<file path="config.mk">
export PLATFORM = sky130hd
export DESIGN_NAME = bin_bcd_seq
export DESIGN_NICKNAME = d
export VERILOG_FILES = /design/src/rtl/bin_bcd_seq.sv
export SDC_FILE = /design/constraint.sdc
export NUM_CORES = 1
export LEC_CHECK = 0
export ABC_AREA = 1
export BUFFER_PORTS_ARGS = -buffer_cell sky130_fd_sc_hd__buf_2
export CORE_MARGIN = 5
export CORE_UTILIZATION = 43
export DETAILED_ROUTE_END_ITERATION = 16
export GPL_ROUTABILITY_DRIVEN = 0
export PLACE_DENSITY_LB_ADDON = 0.25
export SLEW_MARGIN = 20
export SYNTH_ARGS = -nofsm -noshare
export SYNTH_HDL_FRONTEND = slang
export SYNTH_SLANG_ARGS = --single-unit
export TNS_END_PERCENT = 20
</file>
<file path="constraint.sdc">
create_clock -name clk -period 1.95 [get_ports clk]
set_clock_uncertainty 0.1 [all_clocks]
set_input_delay 0 -clock clk [delete_from_list [all_inputs] [get_ports clk]]
set_output_delay 0 -clock clk [all_outputs]
set_load 0.05 [all_outputs]
</file>
<file path="src/rtl/bin_bcd_seq.sv">
// Sequential binary-to-BCD converter (shift-and-add-3), optional two's-complement input via BCD_SIGNED_EN.
// Latency: start accepted at edge k -> done pulse after edge k+BIN_W+1; one conversion per BIN_W+2 cycles.
// Backpressure: none; start is ignored while busy (no queuing), results held in bcd_out until next done.
module bin_bcd_seq #(
    parameter int BIN_W  = 8,
    parameter int DIGITS = 3
) (
    input  logic                  clk,
    input  logic                  rst_n,
    input  logic                  start,
    input  logic [BIN_W-1:0]      bin_in,
    output logic                  busy,
    output logic                  done,
`ifdef BCD_SIGNED_EN
    output logic                  sign,
`endif
    output logic [4*DIGITS-1:0]   bcd_out
);

    // Decimal digits needed to represent 2^w-1.
    function automatic int min_digits(input int w);
        longint unsigned v;
        int              n;
        v = (64'd1 << w) - 64'd1;
        n = 0;
        while (v != 64'd0) begin
            v = v / 64'd10;
            n = n + 1;
        end
        return n;
    endfunction

    localparam int SW         = 4 * DIGITS;
    localparam int CW         = $clog2(BIN_W + 1);
    localparam int MIN_DIGITS = min_digits(BIN_W);

    generate
        if (BIN_W < 4 || BIN_W > 32) begin : g_bad_width
            $error("bin_bcd_seq: BIN_W must be in 4..32");
        end
        if (DIGITS < MIN_DIGITS) begin : g_bad_digits
            $error("bin_bcd_seq: DIGITS too small to hold 2^BIN_W-1");
        end
    endgenerate

    typedef enum logic [1:0] {
        S_IDLE  = 2'd0,
        S_SHIFT = 2'd1,
        S_DONE  = 2'd2
    } state_t;

    state_t            state_q, state_d;
    logic [CW-1:0]     cnt_q, cnt_d;
    logic [SW-1:0]     scr_q, scr_d;
    logic [BIN_W-1:0]  op_q, op_d;
    logic [SW-1:0]     bcd_q, bcd_d;
    logic              done_q, done_d;
    logic [BIN_W-1:0]  operand_in;
    logic [SW-1:0]     corr;
    logic [SW+BIN_W-1:0] shifted;

`ifdef BCD_SIGNED_EN
    logic neg_q, neg_d;
    logic sign_q, sign_d;

    // Convert the magnitude; the most-negative value wraps to its own unsigned magnitude.
    always_comb begin
        operand_in = bin_in[BIN_W-1] ? (~bin_in + BIN_W'(1)) : bin_in;
    end
`else
    // Unsigned operand is converted as-is.
    always_comb begin
        operand_in = bin_in;
    end
`endif

    // Add-3 correction on every scratch digit >= 5, then shift the whole {scratch, operand} left.
    always_comb begin
        corr = scr_q;
        for (int d = 0; d < DIGITS; d++) begin
            if (scr_q[4*d +: 4] >= 4'd5) begin
                corr[4*d +: 4] = scr_q[4*d +: 4] + 4'd3;
            end
        end
        shifted = {corr, op_q} << 1;
    end

    // Next-state and datapath control for the IDLE/SHIFT/DONE sequence.
    always_comb begin
        state_d = state_q;
        cnt_d   = cnt_q;
        scr_d   = scr_q;
        op_d    = op_q;
        bcd_d   = bcd_q;
        done_d  = 1'b0;
`ifdef BCD_SIGNED_EN
        neg_d   = neg_q;
        sign_d  = sign_q;
`endif
        case (state_q)
            S_IDLE: begin
                if (start) begin
                    state_d = S_SHIFT;
                    cnt_d   = CW'(BIN_W);
                    scr_d   = '0;
                    op_d    = operand_in;
`ifdef BCD_SIGNED_EN
                    neg_d   = bin_in[BIN_W-1];
`endif
                end
            end
            S_SHIFT: begin
                scr_d = shifted[SW+BIN_W-1:BIN_W];
                op_d  = shifted[BIN_W-1:0];
                cnt_d = cnt_q - CW'(1);
                if (cnt_q == CW'(1)) begin
                    state_d = S_DONE;
                end
            end
            S_DONE: begin
                bcd_d   = scr_q;
                done_d  = 1'b1;
                state_d = S_IDLE;
`ifdef BCD_SIGNED_EN
                sign_d  = neg_q;
`endif
            end
            default: begin
                state_d = S_IDLE;
            end
        endcase
    end

    // State and datapath registers; reset clears everything and aborts any conversion.
    always_ff @(posedge clk or negedge rst_n) begin
        if (!rst_n) begin
            state_q <= S_IDLE;
            cnt_q   <= '0;
            scr_q   <= '0;
            op_q    <= '0;
            bcd_q   <= '0;
            done_q  <= 1'b0;
`ifdef BCD_SIGNED_EN
            neg_q   <= 1'b0;
            sign_q  <= 1'b0;
`endif
        end else begin
            state_q <= state_d;
            cnt_q   <= cnt_d;
            scr_q   <= scr_d;
            op_q    <= op_d;
            bcd_q   <= bcd_d;
            done_q  <= done_d;
`ifdef BCD_SIGNED_EN
            neg_q   <= neg_d;
            sign_q  <= sign_d;
`endif
        end
    end

    assign busy    = (state_q != S_IDLE);
    assign done    = done_q;
    assign bcd_out = bcd_q;
`ifdef BCD_SIGNED_EN
    assign sign    = sign_q;
`endif

endmodule

</file>
==> flow_summary.yaml <==
hold_path:
  min_path_type: "primary input to async pin"
die:
  die_h_um: 76.3
  ioPinCount: 25
  rows: 24
  die_area_mm2: 0.00582
  start_util_pct: 44.0
  coreArea_mm2: 0.00429
  die_x_um: 76.3
critical_path:
  worstPathArrival_ns: 1.47
  crit_required_ns: 2.03
  cp_max_fo: 5
  critPathKind: "flop to flop"
  start_kind: "flop"
  critPathCaptureType: "flop"
power:
  power_density_mw_per_mm2: 1610
  p_sw_mw: 1.65
  p_total_mw: 3.56
  ir_worst_vdd_mv: 0.829
  switching_share_pct: 46.4
  clkPwrFrac_pct: 14.4
  p_comb_share_pct: 47.7
  p_leak_nw: 1.16
  power_frac_seq_pct: 37.8
  p_int_mw: 1.91
cts:
  cts.sinks: 39
  cts_buffers: 5
  clkLatencyLatePin_ns: 0.29
  clock_path_buffers: 2
  cts_tree: "done"
  clk_pin_slew_ns: 0.07
  cts_setup_buffers: 0
  root_buffer: "clkbuf_8"
  htreeDepth: 2
synth:
  yosysMostFrequentCell: "nand2_1"
  yosys-top-cells-count: "nand2_1, dfrtp_1, inv_1, o21ai_0, nand3_1"
  mappedNetlistNets: 236
  synth_edf_count: 0
  syn_area_per_cell_um2: 8.70
  synth_cells: 217
  ys_top_cells_by_area: "dfrtp_1, nand2_1, o21ai_0, ha_1, nand3_1"
  ys_types: 25
  async_flop_share_pct: 100
  synth-main-ff-cell: "dfrtp_1"
  yosysSeqAreaShare_pct: 51.7
  ys_warn_count: 0
  ys_ff_latch: 39
  synth_top_area_share_pct: 51.7
  synth_area_leader_cell: "dfrtp_1"
  netlist_area_mm2: 0.00189
final_layout:
  drive_gt1_share_pct: 18.0
  multiInputGateArea_um2: 758
  regArea_um2: 976
  n_fill_cell: 408
  fin_nets: 274
  antenna_cells: 0
  area_growth_pct: 17.4
  stdcell_area_mm2: 0.00222
detailed_routing:
  vias_per_cell: 4.83
  routed_wl_um: 3530
  post-route-drc-count: 0
  vias: 1489
  drtAntennaViolNets: 0
  drt_first_iter_violations: 74
  wire_per_inst_um: 11.5
  drtPass1Iterations: 4
place:
  io_buffers: 24
  dp_slack_ns: 0.576
  dp_hpwl_um: 2420
  place_area_mm2: 0.00204
job:
  drv_cap: 0
global_route:
  antenna_found_initial: 0
  grt_pass1_vias: 1468
  grtUsageTotal_pct: 13.0
  grt.overflow.total: 0
  grt_max_degree: 25
  grt_pass1_wl_um: 6330
timing:
  hold_viol_final: 0
  fin_hold_ws_ns: 0.0726
  finalSetupViolCount: 0
  worst_pin_slew_ns: 0.410
  slew_headroom_pct: 72.7
  fin_ws_ns: 0.552
  fmax_ghz: 0.715
  drv_slew: 0
  min_period_ns: 1.40
  period_share_pct: 71.7
  setup_tns_ns: 0
  rsz0062_at_grt: "false"
status:
  status: "completed"
## area by class of cell
class,instances,share of cell area [%]
Timing Repair Buffer,36,10.6
Clock inverter,1,0.226
Clock buffer,7,3.44
Tap cell,52,2.93
Inverter,26,4.57
Sequential cell,39,44.0
Multi-Input combinational cell,147,34.2
## critical path, cell delays in order (launching register included)
cell,delay (ns)
dfrtp_1,0.39
inv_1,0.15
ha_1,0.19
inv_1,0.04
nand2_1,0.11
nand3_1,0.14
nand2_1,0.09
o21bai_1,0.08
## layer usage
metal  GRT usage [%]  share of wire (%)  vias to the layer above
met5               0                  0                        -
met4            5.24                1.8                        0
met3            2.84                4.6                        8
met2            21.6                 46                       31
met1            16.4                 48                      670
li1                -                  -                      780
## layout by cell type, fill, tap and decap left out
cell type       n
a21oi_1         2
buf_2          24
buf_4           2
clkbuf_1        2
clkbuf_8        5
clkinv_2        2
dfrtp_1        39
dlygate4sd3_1  10
ha_1            8
inv_1          21
inv_2           3
inv_4           1
nand2_1        69
nand2_2         3
nand2_4         2
nand3_1        17
nand3_2         3
nand3b_1        1
nand4_1         6
nor2_1          4
nor2_2          1
nor3_1          2
nor4_1          1
o211ai_1        1
o21ai_0        21
o21ai_1         2
o21bai_1        2
o22ai_1         2
## power groups by stage
stage               registers (mW)  logic (mW)  clock network [mW]
floorplan                     1.65        1.07                   0
global placement              1.36        1.67                   0
detailed placement            1.36        1.70                   0
CTS                           1.35        1.72               0.540
global route                  1.39        1.92               0.579
finish                        1.35        1.70               0.514
## sequential cells by signal (all words and copies together) (netlist names)
register  cells
bcd_out      12
scr_q        12
cnt_q         4
state_q       2
op_q          8
done          1
## path summary, 6_finish.rpt
| kind | to | slack [ns] | depth (start not counted) | from |
|---|---|---|---|---|
| max | scr_q[8] | 0.55 | 7 | scr_q[5] |
| min | scr_q[9] | 0.07 | 2 | rst_n |
| max reg2reg | scr_q[8] | 0.55 | 7 | scr_q[5] |
| max in group asynchronous | scr_q[0] | 1.14 | 3 | rst_n |
| min in group clk | op_q[0] | 0.35 | 4 | bin_in[0] |
| min reg2reg | op_q[0] | 0.38 | 2 | op_q[0] |
## cells by family after synthesis
group                    Yosys count  share of synthesized area [%]
AO/OA/AOI/OAI                     30                           8.48
AND/OR/NAND/NOR                  109                           26.4
buffers and inverters             31                           8.15
flip-flops                        39                           51.7
adder cells (fa/ha/maj)            8                           5.30
## metrics by stage
| step | utilization [%] | std cells |
|---|---|---|
| floorplan | - | 217 |
| global placement | 47.4 | 290 |
| detailed placement | 47.4 | 290 |
| CTS | 51.6 | 308 |
| global route | 51.6 | 308 |
| finish | 51.6 | 308 |
## repair_timing
item                      in CTS  in global routing
hold endpoints to repair      48                  0
resized for setup              0                  0
hold buffers                  10                  0
Power figures use the tool's default switching activity.
